[src/rtl/cim_ctrl_pkg.sv]
// Shared types and sizing for the ping-pong CIM controller.
//   loader_state_e : weight loader states (fill standby core / standby full)
//   comp_state_e   : compute sequencer states
//   CIM_*          : geometry and latency constants
package cim_ctrl_pkg;

    localparam int unsigned CIM_ROWS     = 64;
    localparam int unsigned CIM_ROW_AW   = 6;
    localparam int unsigned CIM_STEP_W   = 8;
    localparam int unsigned CIM_PSUM_LAT = 1;
    localparam int unsigned CIM_LAT_W    = $clog2(CIM_PSUM_LAT + 1);
    localparam int unsigned CIM_PERF_W   = 32;

    typedef enum logic {
        L_FILL = 1'b0,
        L_FULL = 1'b1
    } loader_state_e;

    typedef enum logic [1:0] {
        C_IDLE  = 2'd0,
        C_RUN   = 2'd1,
        C_DRAIN = 2'd2
    } comp_state_e;

endpackage

[src/rtl/cim_row_loader.sv]
// Weight row loader: streams CIM_ROWS rows into the standby core, then holds
// until the top level swaps cores.
// Ports:
//   clk, rst_n   clock, async active-low reset
//   i_wt_valid   weight row offered on the weight bus
//   i_swap       cores swap this cycle; standby becomes empty again
//   o_wt_ready   row accepted this cycle (low during and right after reset)
//   o_stdw       standard write strobe (combinational from i_wt_valid)
//   o_std_a      row address for the write
//   o_full       standby core holds a complete weight set
module cim_row_loader
    import cim_ctrl_pkg::*;
(
    input  logic                  clk,
    input  logic                  rst_n,
    input  logic                  i_wt_valid,
    input  logic                  i_swap,
    output logic                  o_wt_ready,
    output logic                  o_stdw,
    output logic [CIM_ROW_AW-1:0] o_std_a,
    output logic                  o_full
);

    loader_state_e         r_state;
    loader_state_e         w_state_nxt;
    logic [CIM_ROW_AW-1:0] r_row_cnt;
    logic [CIM_ROW_AW-1:0] w_row_cnt_nxt;
    logic                  r_wt_ready;
    logic                  w_accept;

    assign w_accept = i_wt_valid & r_wt_ready;

    // Next-state: count accepted rows, park in L_FULL after the last one.
    always_comb begin
        w_state_nxt   = r_state;
        w_row_cnt_nxt = r_row_cnt;
        case (r_state)
            L_FILL: begin
                if (w_accept) begin
                    if (r_row_cnt == CIM_ROW_AW'(CIM_ROWS - 1)) begin
                        w_row_cnt_nxt = '0;
                        w_state_nxt   = L_FULL;
                    end else begin
                        w_row_cnt_nxt = r_row_cnt + CIM_ROW_AW'(1);
                    end
                end
            end
            L_FULL: begin
                if (i_swap) begin
                    w_state_nxt = L_FILL;
                end
            end
            default: w_state_nxt = L_FILL;
        endcase
    end

    // State register; ready is held low through reset, then tracks L_FILL.
    always_ff @(posedge clk or negedge rst_n) begin
        if (!rst_n) begin
            r_state    <= L_FILL;
            r_row_cnt  <= '0;
            r_wt_ready <= 1'b0;
        end else begin
            r_state    <= w_state_nxt;
            r_row_cnt  <= w_row_cnt_nxt;
            r_wt_ready <= (w_state_nxt == L_FILL);
        end
    end

    assign o_wt_ready = r_wt_ready;
    assign o_stdw     = w_accept;
    assign o_std_a    = r_row_cnt;
    assign o_full     = (r_state == L_FULL);

endmodule

[src/rtl/cim_pingpong_ctrl.sv]
// Ping-pong scheduler for the two-core CIM unit: loads the standby core while
// the active core computes, swaps cores when safe, and sequences compute jobs.
// Optional feature macro: CIM_PERF_CNT_EN (enables the stall counter).
// Ports:
//   clk, rst_n            clock, async active-low reset
//   wt_valid / wt_ready   weight row handshake; STDW/STD_A drive the unit
//   job_valid / job_ready job handshake; job_steps = CIM cycles (0 -> 1)
//   bank_release          host is done with the active weights
//   CIM_Core_A            active core select
//   CIM_en / slide_en     compute enable and activation window slide
//   STDW / STDR / STD_A   standby write strobe, read (tied 0), row address
//   psum_valid / job_done PSUM valid, last PSUM of a job
//   active_valid          active core holds weights
//   standby_full          standby core holds a complete set
//   perf_stall_cnt        stalled job request cycles (0 without the macro)
module cim_pingpong_ctrl
    import cim_ctrl_pkg::*;
(
    input  logic                  clk,
    input  logic                  rst_n,
    input  logic                  wt_valid,
    output logic                  wt_ready,
    input  logic                  job_valid,
    input  logic [CIM_STEP_W-1:0] job_steps,
    output logic                  job_ready,
    input  logic                  bank_release,
    output logic                  CIM_Core_A,
    output logic                  CIM_en,
    output logic                  slide_en,
    output logic                  STDW,
    output logic                  STDR,
    output logic [CIM_ROW_AW-1:0] STD_A,
    output logic                  psum_valid,
    output logic                  job_done,
    output logic                  active_valid,
    output logic                  standby_full,
    output logic [CIM_PERF_W-1:0] perf_stall_cnt
);

    comp_state_e             r_cstate;
    comp_state_e             w_cstate_nxt;
    logic [CIM_STEP_W-1:0]   r_step_cnt;
    logic [CIM_STEP_W-1:0]   w_step_nxt;
    logic [CIM_LAT_W-1:0]    r_drain_cnt;
    logic [CIM_LAT_W-1:0]    w_drain_nxt;
    logic                    r_core_a;
    logic                    r_active_valid;
    logic                    r_rel_pend;
    logic                    r_job_ready;
    logic                    r_cim_en;
    logic                    r_slide_en;
    logic                    r_cim_last;
    logic [CIM_PSUM_LAT-1:0] r_psum_sr;
    logic [CIM_PSUM_LAT-1:0] r_last_sr;
    logic                    w_rel_pend_nxt;
    logic                    w_active_nxt;
    logic                    w_job_ready_nxt;
    logic                    w_cim_en_nxt;
    logic                    w_slide_nxt;
    logic                    w_last_nxt;
    logic                    w_std_full;
    logic                    w_swap;
    logic                    w_drained;
    logic                    w_accept_job;

    cim_row_loader u_loader (
        .clk        (clk),
        .rst_n      (rst_n),
        .i_wt_valid (wt_valid),
        .i_swap     (w_swap),
        .o_wt_ready (wt_ready),
        .o_stdw     (STDW),
        .o_std_a    (STD_A),
        .o_full     (w_std_full)
    );

    // No CIM_en in flight and no PSUM still to come out of the unit.
    assign w_drained    = (r_psum_sr == '0) && !r_cim_en;
    assign w_swap       = w_std_full && (r_cstate == C_IDLE) && w_drained &&
                          (!r_active_valid || r_rel_pend);
    assign w_accept_job = job_valid && r_job_ready;

    // Compute sequencer next-state and next values of the registered outputs.
    always_comb begin
        w_cstate_nxt = r_cstate;
        w_step_nxt   = r_step_cnt;
        w_drain_nxt  = r_drain_cnt;
        case (r_cstate)
            C_IDLE: begin
                if (w_accept_job) begin
                    w_cstate_nxt = C_RUN;
                    w_step_nxt   = (job_steps == '0) ? CIM_STEP_W'(1) : job_steps;
                end
            end
            C_RUN: begin
                w_step_nxt = r_step_cnt - CIM_STEP_W'(1);
                if (r_step_cnt == CIM_STEP_W'(1)) begin
                    w_cstate_nxt = C_DRAIN;
                    w_drain_nxt  = CIM_LAT_W'(CIM_PSUM_LAT);
                end
            end
            C_DRAIN: begin
                w_drain_nxt = r_drain_cnt - CIM_LAT_W'(1);
                if (r_drain_cnt == CIM_LAT_W'(1)) begin
                    w_cstate_nxt = C_IDLE;
                end
            end
            default: w_cstate_nxt = C_IDLE;
        endcase

        w_cim_en_nxt = (w_cstate_nxt == C_RUN);
        // First step of a job is entered from C_IDLE, so no slide on it.
        w_slide_nxt  = w_cim_en_nxt && (r_cstate == C_RUN);
        w_last_nxt   = w_cim_en_nxt && (w_step_nxt == CIM_STEP_W'(1));

        // Release is ignored without valid active weights; swap consumes it.
        w_rel_pend_nxt = r_rel_pend;
        if (w_swap) begin
            w_rel_pend_nxt = 1'b0;
        end else if (bank_release && r_active_valid) begin
            w_rel_pend_nxt = 1'b1;
        end
        w_active_nxt    = r_active_valid | w_swap;
        w_job_ready_nxt = w_active_nxt && (w_cstate_nxt == C_IDLE) && !w_rel_pend_nxt;
    end

    // Controller state and registered outputs.
    always_ff @(posedge clk or negedge rst_n) begin
        if (!rst_n) begin
            r_cstate       <= C_IDLE;
            r_step_cnt     <= '0;
            r_drain_cnt    <= '0;
            r_core_a       <= 1'b0;
            r_active_valid <= 1'b0;
            r_rel_pend     <= 1'b0;
            r_job_ready    <= 1'b0;
            r_cim_en       <= 1'b0;
            r_slide_en     <= 1'b0;
            r_cim_last     <= 1'b0;
            r_psum_sr      <= '0;
            r_last_sr      <= '0;
        end else begin
            r_cstate       <= w_cstate_nxt;
            r_step_cnt     <= w_step_nxt;
            r_drain_cnt    <= w_drain_nxt;
            r_core_a       <= r_core_a ^ w_swap;
            r_active_valid <= w_active_nxt;
            r_rel_pend     <= w_rel_pend_nxt;
            r_job_ready    <= w_job_ready_nxt;
            r_cim_en       <= w_cim_en_nxt;
            r_slide_en     <= w_slide_nxt;
            r_cim_last     <= w_last_nxt;
            // PSUM delay line: new sample enters at bit 0, exits at the MSB.
            r_psum_sr      <= CIM_PSUM_LAT'({r_psum_sr, r_cim_en});
            r_last_sr      <= CIM_PSUM_LAT'({r_last_sr, r_cim_last});
        end
    end

`ifdef CIM_PERF_CNT_EN
    logic [CIM_PERF_W-1:0] r_perf_cnt;

    // Saturating count of job requests blocked while weights are present.
    always_ff @(posedge clk or negedge rst_n) begin
        if (!rst_n) begin
            r_perf_cnt <= '0;
        end else if (job_valid && !r_job_ready && r_active_valid && (r_perf_cnt != '1)) begin
            r_perf_cnt <= r_perf_cnt + CIM_PERF_W'(1);
        end
    end

    assign perf_stall_cnt = r_perf_cnt;
`else
    assign perf_stall_cnt = '0;
`endif

    assign job_ready    = r_job_ready;
    assign CIM_Core_A   = r_core_a;
    assign CIM_en       = r_cim_en;
    assign slide_en     = r_slide_en;
    assign STDR         = 1'b0;
    assign psum_valid   = r_psum_sr[CIM_PSUM_LAT-1];
    assign job_done     = r_last_sr[CIM_PSUM_LAT-1];
    assign active_valid = r_active_valid;
    assign standby_full = w_std_full;

endmodule
[config.mk]
export PLATFORM = sky130hd
export DESIGN_NAME = cim_pingpong_ctrl
export DESIGN_NICKNAME = d
export VERILOG_FILES = /design/src/rtl/cim_ctrl_pkg.sv /design/src/rtl/cim_row_loader.sv /design/src/rtl/cim_pingpong_ctrl.sv
export SDC_FILE = /design/constraint.sdc
export NUM_CORES = 1
export LEC_CHECK = 0
export CORE_MARGIN = 4
export CORE_UTILIZATION = 44
export DETAILED_ROUTE_END_ITERATION = 10
export GPL_ROUTABILITY_DRIVEN = 0
export MAX_ROUTING_LAYER = met4
export PLACE_DENSITY_LB_ADDON = 0.05
export SYNTH_ARGS = -nofsm -noshare
export SYNTH_HDL_FRONTEND = slang
export SYNTH_SLANG_ARGS = --single-unit
[constraint.sdc]
create_clock -name clk -period 3.15 [get_ports clk]
set_input_delay 0.4725 -clock clk [delete_from_list [all_inputs] [get_ports clk]]
set_output_delay 0.4725 -clock clk [all_outputs]
set_load 0.03 [all_outputs]
==> PnR_summary.wiki, run 1 <==
{| class="wikitable"
! Metric !! Value
|-
| Layout area overhead || 14.4%
|-
| Yosys warns || 0
|-
| Synth cell count leaders || 34 x buf_4, 28 x dfrtp_1, 13 x nand2_1, 7 x nor2_1
|-
| Remaining DRCs || 0
|-
| Cell at the root of the clock tree || clkbuf_4
|-
| Number of clock sinks || 28
|-
| Remaining global-route overflow || 0
|-
| Number of flip-flops under the largest register name || 8
|-
| Internal Pwr Total || 927 µW
|-
| Final Core Density || 53.6%
|-
| TritonCTS clock tree || yes
|-
| Leak pwr || 0.811 nW
|-
| # Post-CTS Setup Buffers || 0
|-
| Area of the core || 3420 µm²
|-
| Total of hold buffers inserted after clock tree synthesis || 0
|-
| Period minus WS final || 2.32 ns
|-
| Outcome || finished, final reports clean
|-
| Number of nets with antenna violations after detailed routing || 0
|-
| Flop pwr share || 39.4%
|-
| Reg2reg setup slack || 0.83 ns
|-
| Share of the yosys chip area belonging to registers || 43.8%
|-
| Via count normalized by instance count || 4.89
|-
| Number of iterations in the first detailed-routing pass || 4
|-
| Switching Fraction || 44.4%
|-
| Number of levels in the clock H-tree || 1
|-
| Number of buffers created by CTS || 3
|-
| Number of instances on the worst hold path || 0
|-
| Max frequency || 430 MHz
|-
| Total wirelength of the detailed-routed design || 3090 µm
|-
| Max FO, Critical Path || 7
|-
| Worst relative slew slack || 67.1%
|-
| Port buffer count || 28
|-
| Tot GR Track Use || 14.9%
|-
| Antenna diode count || 0
|-
| Number of violations reported at the end of detailed-routing iteration 0 || 70
|-
| Startpoint of the most critical hold path || r_cim_last
|-
| Fraction of final layout cells sized beyond drive strength 1 || 11.1%
|-
| Maximum clock insertion buffer count || 2
|-
| Biggest register || r_step_cnt
|-
| Pre-CTS setup slack || 0.838 ns
|-
| Hold Slack || 0.367 ns
|-
| Synthesized area per cell || 9.94 µm²
|-
| Post-synthesis instance area || 1600 µm²
|-
| Std-Cell Rows || 21
|-
| Predominant post-synthesis flop cell || dfrtp_1
|-
| Required time reported for the critical path endpoint || 3.38 ns
|-
| Fraction of registers with async set/reset || 100%
|-
| Depth of the most critical reg-to-reg path || 5
|-
| Wire length of the first global-routing pass || 5090 µm
|-
| Wire length per cell after detailed routing || 13.1 µm
|-
| Yosys reg bits || 28
|-
| Leading cell types by total area after synthesis || dfrtp_1 44%, buf_4 16%, nand2_1 3.0%
|-
| Via count of the first global-routing pass || 1071
|-
| Number of gates given a new drive strength after cts || 0
|-
| Setup TNS after final layout || 0 ns
|-
| Relative contribution of the clock network to total power || 10.4%
|-
| End point of the most critical hold path || job_done
|-
| Worst-path cell with the longest stage delay || or4_1
|-
| Hold crit path type || reg2reg
|-
| Leading area contributor after synthesis || dfrtp_1
|-
| Start-to-end type of the worst setup path || reg2reg
|-
| Max Slew Vio Count || 0
|-
| PwrDens || 910 nW/µm²
|-
| FF-to-FF Start || r_step_cnt[2]
|-
| Area of the die || 4670 µm²
|-
| Proportion of netlist area held by the largest area contributor || 43.8%
|-
| Number of synthesized flops with an enable pin || 0
|-
| Family of cells with the greatest summed delay on the critical path || simple AND/OR/NAND/NOR gates
|-
| Clock-pin slew of the registers on the worst-case setup and hold paths || 0.14 ns
|-
| Critical path buffer and inverter count || 0
|-
| Initial Utilization || 46.8%
|-
| Cell breakdown of the critical path || or4_1 > or4b_4 > and2_4 > or2_4 > and4b_2
|-
| Number of instances in the synthesized netlist || 161
|-
| Clock insertion delay at the later pin of the skew report || 0.32 ns
|-
| Count of endpoints failing hold in the final timing report || 0
|-
| Setup WS post-layout || 0.827 ns
|-
| Total vias in the final route || 1150
|-
| Worst reg2reg path endpoint || r_cim_last
|-
| Top-level I/O count || 62
|-
| Data arrival time of the critical path || 2.56 ns
|-
| Final period util || 73.7%
|-
| Number of distinct library cell variants in the gate-level netlist after synthesis || 45
|-
| CP max stage delay || 0.65 ns
|-
| Maximum ir drop on the vdd rail || 0.393 mV
|-
| Most numerous cell in the Yosys netlist || buf_4
|-
| Type of element launching the critical path || flip-flop
|-
| Antenna violations before repair || 0
|-
| Final count of negative-setup-slack endpoints || 0
|-
| DIE WIDTH || 68.3 µm
|-
| Kind of end point of the critical path || flip-flop
|-
| Die span in y || 68.3 µm
|-
| Pin count of the biggest net entering global routing || 29
|-
| # nets final || 206
|-
| Total half-perimeter wirelength after legalization and detailed placement || 2420 µm
|-
| Unrepaired setup endpoints after global routing || no
|-
| Max Cap Viol || 0
|-
| Slew at the pin with the worst max-slew slack || 0.487 ns
|-
| Clock tree skew after final layout || 0.00402 ns
|-
| Portion of total power attributed to combinational logic || 50.3%
|-
| Switching power || 739 µW
|}
-- how the worst max path moves through the flow --
stage,startpoint,end,cells past startpoint
after floorplan,r_step_cnt[2],r_cim_last,6
after global placement,job_valid,r_cim_last,6
after detailed placement,r_step_cnt[2],r_cim_last,5
after CTS,r_step_cnt[2],r_cim_last,5
after global routing,r_cstate[0],r_cim_last,5
final,r_step_cnt[2],r_cim_last,5
-- layout make-up --
type | instances | area, µm²
Clock buffer | 4 | 36.3
Fill cell | 338 | 1590
Inverter | 6 | 22.5
Multi-Input combinational cell | 121 | 718
Sequential cell | 28 | 701
Tap cell | 46 | 57.6
Timing Repair Buffer | 30 | 295
-- metrics by stage --
step,cells,area [µm²],power (mW)
after floorplan,193,1720,1.24
after global placement,231,1790,1.49
after detailed placement,231,1790,1.50
after CTS,235,1830,1.67
after global routing,235,1830,1.79
final,235,1830,1.67
-- routing by layer --
metal  vias to the layer above  global-route usage [%]  part of all wire, %
li1                        565                       -                    -
met1                       528                    20.4                   48
met2                        55                    21.9                   43
met3                         2                    4.60                  8.9
met4                         0                    2.98                 0.39
met5                         -                       -                    0
-- logic make-up after synthesis --
kind of cell	synth area share (%)
and+or+nand+nor	21.3
buffers and inverters	18.8
AOI/OAI and AO/OA	11.9
DFF	43.8
xor gates and xnor gates	1.64
adders and majority gates	2.35
other	0.234
-- power by group through the flow --
stage / clock network [mW] / registers (mW) / logic (mW)
4_1_cts: 0.179 / 0.654 / 0.841
6_report: 0.173 / 0.656 / 0.837
2_1_floorplan: 0 / 0.778 / 0.460
3_3_place_gp: 0 / 0.658 / 0.832
5_1_grt: 0.200 / 0.685 / 0.907
3_5_place_dp: 0 / 0.658 / 0.839
-- layout by cell type (no fill, tap or decap), types with 2 or more instances in the layout --
cell,netlist,layout
nor4_1,5,5
nand2_1,13,13
conb_1,1,33
nor4bb_1,2,2
and3_1,2,2
o21ai_0,3,3
dfrtp_1,28,28
a31oi_1,2,2
o311ai_0,3,3
nand3_1,4,4
a21oi_1,6,6
or2b_2,3,3
clkdlybuf4s50_1,0,28
or2_2,2,2
nor2_1,7,7
buf_4,34,2
clkbuf_4,0,3
o211ai_1,4,4
xnor2_1,3,3
nor3_1,4,4
ha_1,3,3
inv_1,6,6
No activity file was read; power rests on OpenSTA's default activity.
==> run 2: changes to the inputs <==
==> constraint.sdc (replaced) <==
create_clock -name clk -period 2.18 [get_ports clk]
set_input_delay 0.327 -clock clk [delete_from_list [all_inputs] [get_ports clk]]
set_output_delay 0.327 -clock clk [all_outputs]
set_load 0.03 [all_outputs]
==> PnR_summary.wiki, run 2 (same netlist as run 1, synthesis figures left out) <==
{| class="wikitable"
! Metric !! Value
|-
| Outcome || finished, final reports clean
|-
| Wire length per cell after detailed routing || 12.6 µm (-3.9%)
|-
| Total of hold buffers inserted after clock tree synthesis || 0 (unchanged)
|-
| Initial Utilization || 46.8% (unchanged)
|-
| Biggest register || r_step_cnt
|-
| Number of clock sinks || 28 (unchanged)
|-
| Antenna violations before repair || 0 (unchanged)
|-
| DIE WIDTH || 68.3 µm (unchanged)
|-
| Required time reported for the critical path endpoint || 2.40 ns (-0.98 ns)
|-
| Cell at the root of the clock tree || clkbuf_4
|-
| Leak pwr || 0.843 nW (+3.9%)
|-
| Hold crit path type || reg2reg
|-
| Total half-perimeter wirelength after legalization and detailed placement || 2450 µm (+1.6%)
|-
| Number of flip-flops under the largest register name || 8 (unchanged)
|-
| DR WL met3 || 218 µm (-20%)
|-
| Wire length of the first global-routing pass || 4890 µm (-4.1%)
|-
| Final Non-Filler Cells || 241 (+2.6%)
|-
| Multi-input gate area in the final layout || 738 µm² (+2.8%)
|-
| Port buffer count || 28 (unchanged)
|-
| Number of nets with antenna violations after detailed routing || 0 (unchanged)
|-
| Clock insertion delay at the later pin of the skew report || 0.31 ns (about the same)
|-
| Max Cap Viol || 0 (unchanged)
|-
| Placed instance count || 237 (+2.6%)
|-
| TritonCTS clock tree || yes
|-
| Type of element launching the critical path || flip-flop
|-
| Number of buffers created by CTS || 3 (unchanged)
|-
| Final period util || 98.5% (+25 points)
|-
| Top-level I/O count || 62 (unchanged)
|-
| # nets final || 213 (+3.4%)
|-
| Max Slew Vio Count || 0 (unchanged)
|-
| Combined flip-flop and latch cell area || 701 µm² (unchanged)
|-
| Total wirelength of the detailed-routed design || 3040 µm (-1.5%)
|-
| Topmost layer with routed signal wires || met4
|-
| Commonest cells after routing, fill and taps aside || 33 x conb_1, 28 x dfrtp_1, 28 x clkdlybuf4s50_1, 13 x nand2_1, 9 x buf_4
|-
| Unrepaired setup endpoints after global routing || yes
|-
| Number of levels in the clock H-tree || 1 (unchanged)
|-
| Clock-pin slew of the registers on the worst-case setup and hold paths || 0.13 ns (about the same)
|-
| Met2 Routed Length || 1340 µm (+2.1%)
|-
| Maximum ir drop on the vdd rail || 0.687 mV (+75%)
|-
| Remaining DRCs || 0 (unchanged)
|-
| Period minus WS final || 2.15 ns (-0.176 ns)
|-
| Std-Cell Rows || 21 (unchanged)
|-
| Number of violations reported at the end of detailed-routing iteration 0 || 104 (+49%)
|-
| Number of iterations in the first detailed-routing pass || 4 (unchanged)
|-
| Tot GR Track Use || 14.2% (-0.70 points)
|-
| Total vias in the final route || 1177 (+2.3%)
|-
| Final count of negative-setup-slack endpoints || 0 (unchanged)
|-
| Max FO, Critical Path || 3 (-4)
|-
| Fraction of final layout cells sized beyond drive strength 1 || 15.4% (+4.3 points)
|-
| Layout area overhead || 18.1%
|-
| Via count of the first global-routing pass || 1038 (-3.1%)
|-
| Remaining global-route overflow || 0 (unchanged)
|-
| Commonest non-fill, non-tap cell in the layout || conb_1
|-
| Antenna diode count || 0 (unchanged)
|-
| Clock tree skew after final layout || 0.00475 ns (+0.000730 ns)
|-
| Hold Slack || 0.367 ns (-0.0000820 ns)
|-
| Area of the core || 3420 µm² (unchanged)
|-
| Max frequency || 466 MHz (+8.2%)
|-
| Maximum clock insertion buffer count || 2 (unchanged)
|-
| PwrDens || 1290 nW/µm² (+42%)
|-
| Count of endpoints failing hold in the final timing report || 0 (unchanged)
|-
| Via count normalized by instance count || 4.88 (-0.20%)
|-
| Kind of end point of the critical path || flip-flop
|-
| Start-to-end type of the worst setup path || reg2reg
|-
| Fillcell total || 331 (-2.1%)
|-
| Data arrival time of the critical path || 2.37 ns (-0.19 ns)
|-
| Area of the die || 4670 µm² (unchanged)
|-
| Die span in y || 68.3 µm (unchanged)
|-
| Routed metal-1 wire length || 1470 µm (-1.1%)
|-
| Pin count of the biggest net entering global routing || 29 (unchanged)
|}
==> run 2: cell count changes in the layout (fill, tap and decap cells not counted) <==
| cell | previous run | this run |
|---|---|---|
| or4_1 | 1 | 0 |
| o311ai_0 | 3 | 2 |
| or4b_2 | 1 | 0 |
| clkbuf_8 | 1 | 0 |
| buf_4 | 2 | 9 |
| nor4_2 | 0 | 2 |
| nor4_1 | 5 | 3 |
| o311ai_1 | 0 | 1 |
| or4_4 | 0 | 1 |
| or4b_4 | 1 | 2 |
==> run 2: worst paths after layout <==
kind	startpoint	end	slack, ns	cells after the start
min	r_cim_last	job_done	0.37	0
max reg2reg	r_step_cnt[5]	r_cim_last	0.03	5
max in group asynchronous	rst_n	u_loader.o_std_a[0]	1.54	2
max	r_step_cnt[5]	r_cim_last	0.03	5
min reg2reg	r_cim_last	job_done	0.37	0
min in group asynchronous	rst_n	r_step_cnt[4]	0.38	2
==> run 2: layout make-up <==
class | count | area share [%]
repair buffers | 37 | 18.4
inverters | 6 | 1.19
well taps | 46 | 3.05
clock buffers | 3 | 1.19
multi-input cells | 121 | 39.1
flip-flops and latches | 28 | 37.1
==> run 2: through the flow <==
| step | worst slack, ns | power, mW | utilization [%] | cell area (µm²) | setup TNS (ns) |
|---|---|---|---|---|---|
| after CTS | 0.00446 | 2.42 | 54.7 | 1870 | 0 |
| after detailed placement | -0.0136 | 2.20 | 53.8 | 1840 | -0.0136 |
| after global placement | -0.000603 | 2.19 | 53.8 | 1840 | -0.000603 |
| after floorplan | -0.0238 | 1.79 | - | 1720 | -0.0238 |
| after global routing | -0.00630 | 2.64 | 55.3 | 1890 | -0.00667 |
| final | 0.0325 | 2.44 | 55.3 | 1890 | 0 |
==> run 2: critical path: stages (launching register included) <==
cell and delay (ns):
dfrtp_1 0.40, or4_4 0.54, or4b_4 0.50, and2_4 0.18, or2_4 0.23, and4b_2 0.20
==> run 2: layer usage <==
metal,global-route usage [%],vias up
met4,2.23,0
met1,20.4,556
li1,-,575
met5,-,-
met2,20.5,44
met3,3.78,2
==> run 2: what timing repair did <==
item	in CTS	in global routing
setup endpoints to repair	1	2
pin swaps	1	0
gates resized for setup	1	4
buffers inserted	0	1
==> run 2: report_power, final <==
part | internal (mW) | total [mW] | switching, mW
Combinational | 0.571 | 1.33 | 0.762
Clock | 0.0646 | 0.197 | 0.133
Sequential | 0.727 | 0.907 | 0.181
==> run 3: changes to the inputs <==
--- a/config.mk
+++ b/config.mk
@@ -5,8 +5,9 @@
 export SDC_FILE = /design/constraint.sdc
 export NUM_CORES = 1
 export LEC_CHECK = 0
+export CAP_MARGIN = 15
 export CORE_MARGIN = 4
-export CORE_UTILIZATION = 44
+export CORE_UTILIZATION = 30
 export DETAILED_ROUTE_END_ITERATION = 10
 export GPL_ROUTABILITY_DRIVEN = 0
 export MAX_ROUTING_LAYER = met4
==> PnR_summary.wiki, run 3 (same netlist as run 1, synthesis figures left out) <==
{| class="wikitable"
! Metric !! Value
|-
| Layout area overhead || 22.6%
|-
| Maximum ir drop on the vdd rail || 0.456 mV (-34%)
|-
| Max Cap Viol || 0 (unchanged)
|-
| Violations in the final reports || negative setup slack
|-
| Commonest non-fill, non-tap cell in the layout || conb_1
|-
| Total wirelength of the detailed-routed design || 3390 µm (+11%)
|-
| Final Total Pwr || 2.63 mW (+8.0%)
|-
| Worst-path cell with the longest stage delay || or4_4
|-
| Initial Utilization || 31.1% (-16 points)
|-
| Data arrival time of the critical path || 2.34 ns (-0.03 ns)
|-
| Unrepaired setup endpoints after global routing || yes
|-
| Area of the core || 5140 µm² (+50%)
|-
| Tot GR Track Use || 11.1% (-3.2 points)
|-
| Pre-CTS setup slack || -0.00950 ns (+0.00415 ns)
|-
| DIE WIDTH || 81.0 µm (+19%)
|-
| Final period util || 100% (+1.5 points)
|-
| Fraction of final layout cells sized beyond drive strength 1 || 15.3% (-0.078 points)
|-
| Crit path from || r_step_cnt[5]
|-
| Maximum clock insertion buffer count || 2 (unchanged)
|-
| Cell count along the critical path || 5 (unchanged)
|-
| Total half-perimeter wirelength after legalization and detailed placement || 2610 µm (+6.5%)
|-
| Via count of the first global-routing pass || 1104 (+6.4%)
|-
| Wire length per cell after detailed routing || 12.7 µm (+0.97%)
|-
| Worst relative slew slack || 67.0%
|-
| Number of nets with antenna violations after detailed routing || 0 (unchanged)
|-
| Leak pwr || 0.863 nW (+2.4%)
|-
| Antenna violations before repair || 0 (unchanged)
|-
| Startpoint of the most critical hold path || r_cim_last
|-
| Start-to-end type of the worst setup path || reg2reg
|-
| Number of iterations in the first detailed-routing pass || 4 (unchanged)
|-
| Remaining global-route overflow || 0 (unchanged)
|-
| Pin count of the biggest net entering global routing || 29 (unchanged)
|-
| Total vias in the final route || 1148 (-2.5%)
|-
| Number of clock sinks || 28 (unchanged)
|-
| Type of element launching the critical path || flip-flop
|-
| Biggest register || r_step_cnt
|-
| Number of flip-flops under the largest register name || 8 (unchanged)
|-
| Final Non-Filler Cells || 266 (+10%)
|-
| Clock insertion delay at the later pin of the skew report || 0.27 ns (-0.04 ns)
|-
| Commonest cells after routing, fill and taps aside || 33 x conb_1, 28 x dfrtp_1, 28 x clkdlybuf4s50_1, 13 x nand2_1, 9 x buf_4
|-
| Clock tree skew after final layout || 0.00341 ns (-0.00134 ns)
|-
| Setup WS post-layout || -0.000783 ns (-0.0333 ns)
|-
| Number of buffers created by CTS || 3 (unchanged)
|-
| Hold crit path type || reg2reg
|-
| Cell breakdown of the critical path || or4_4 > or4b_4 > and2_4 > or2_4 > and4b_2
|-
| Number of violations reported at the end of detailed-routing iteration 0 || 43 (-59%)
|-
| Wire length of the first global-routing pass || 5470 µm (+12%)
|-
| TritonCTS clock tree || yes
|-
| Required time reported for the critical path endpoint || 2.34 ns (-0.06 ns)
|-
| Top-level I/O count || 62 (unchanged)
|-
| PwrDens || 1340 nW/µm² (+4.0%)
|-
| Number of levels in the clock H-tree || 1 (unchanged)
|-
| Clock-pin slew of the registers on the worst-case setup and hold paths || 0.09 ns (-0.04 ns)
|-
| Period minus WS final || 2.18 ns (+0.0333 ns)
|-
| Remaining DRCs || 0 (unchanged)
|-
| Cell at the root of the clock tree || clkbuf_8
|-
| Antenna diode count || 0 (unchanged)
|-
| Total of hold buffers inserted after clock tree synthesis || 0 (unchanged)
|-
| Max frequency || 459 MHz (-1.5%)
|-
| Depth of the most critical reg-to-reg path || 5 (unchanged)
|-
| # nets final || 213 (unchanged)
|-
| Final count of negative-setup-slack endpoints || 1 (+1)
|-
| Worst reg2reg path endpoint || r_cim_last
|-
| Std-Cell Rows || 26 (+24%)
|-
| Reg2reg setup slack || -0.0008 ns (-0.03 ns)
|-
| Count of endpoints failing hold in the final timing report || 0 (unchanged)
|-
| Area of the die || 6570 µm² (+41%)
|-
| FF-to-FF Start || r_step_cnt[5]
|-
| Via count normalized by instance count || 4.32 (-12%)
|-
| Max Slew Vio Count || 0 (unchanged)
|-
| Slew at the pin with the worst max-slew slack || 0.488 ns
|-
| Port buffer count || 28 (unchanged)
|-
| Critical path buffer and inverter count || 0 (unchanged)
|-
| CP max stage delay || 0.54 ns (about the same)
|-
| Max FO, Critical Path || 3 (unchanged)
|-
| Family of cells with the greatest summed delay on the critical path || simple AND/OR/NAND/NOR gates
|-
| Placed instance count || 261 (+10%)
|-
| Outcome || finished, violations left
|-
| Kind of end point of the critical path || flip-flop
|-
| Capture point of the critical path || r_cim_last
|-
| Die span in y || 81.0 µm (+19%)
|}
==> run 3: cell count changes in the layout (fill, tap and decap cells not counted), sizes merged <==
cell and delta:
bufinv +1
==> run 3: final cells by class <==
type / count / area (µm²)
clock buffer: 3 / 41.3
clock inverter: 1 / 30.0
fill: 537 / 3180
inverter: 6 / 22.5
multi-input combinational: 121 / 732
sequential: 28 / 701
tap: 70 / 87.6
timing repair buffer: 37 / 348
==> run 3: where the power goes <==
group | internal [mW] | switching, mW | leakage [nW]
Clock | 0.245 | 0.152 | 0.0357
Combinational | 0.565 | 0.759 | 0.494
Sequential | 0.728 | 0.181 | 0.333
==> run 3: through the flow <==
step | util (%) | cell area [µm²] | hold WS (ns) | TNS [ns]
after floorplan | - | 1720 | 0.0314 | -0.0238
after global placement | 36.4 | 1870 | 0.348 | 0
after detailed placement | 36.4 | 1870 | 0.345 | -0.00950
after CTS | 37.8 | 1940 | 0.369 | 0
after global routing | 38.2 | 1960 | 0.387 | -0.0724
final | 38.2 | 1960 | 0.361 | -0.000783
==> run 3: worst register-to-register path: stages (launching register included) <==
cell and delay [ns]:
dfrtp_1 0.39, or4_4 0.54, or4b_4 0.51, and2_4 0.18, or2_4 0.24, and4b_2 0.21
==> run 3: how the worst min path moves through the flow <==
stage	end	slack, ns	cells after the start
after floorplan	CIM_Core_A	0.03	0
after detailed placement	job_done	0.35	0
after global routing	job_done	0.39	0
final	job_done	0.36	0
after global placement	job_done	0.35	0
after CTS	job_done	0.37	0
==> run 3: metal layers <==
layer | up-vias | part of all wire [%] | track usage (%)
met4 | 0 | 0.41 | 3.04
met3 | 2 | 5.5 | 2.22
met1 | 539 | 47 | 14.7
met2 | 38 | 47 | 17.2
met5 | - | 0 | -
li1 | 569 | - | -
==> run 3: timing repair <==
| item | 4_1_cts | 5_1_grt |
|---|---|---|
| endpoints found under the setup margin | 1 | 2 |
| resized for setup | 1 | 3 |
| pin swaps | 0 | 1 |
| buffers inserted | 0 | 1 |
| cloned | 0 | 0 |
| endpoints found under the hold margin | 0 | 0 |
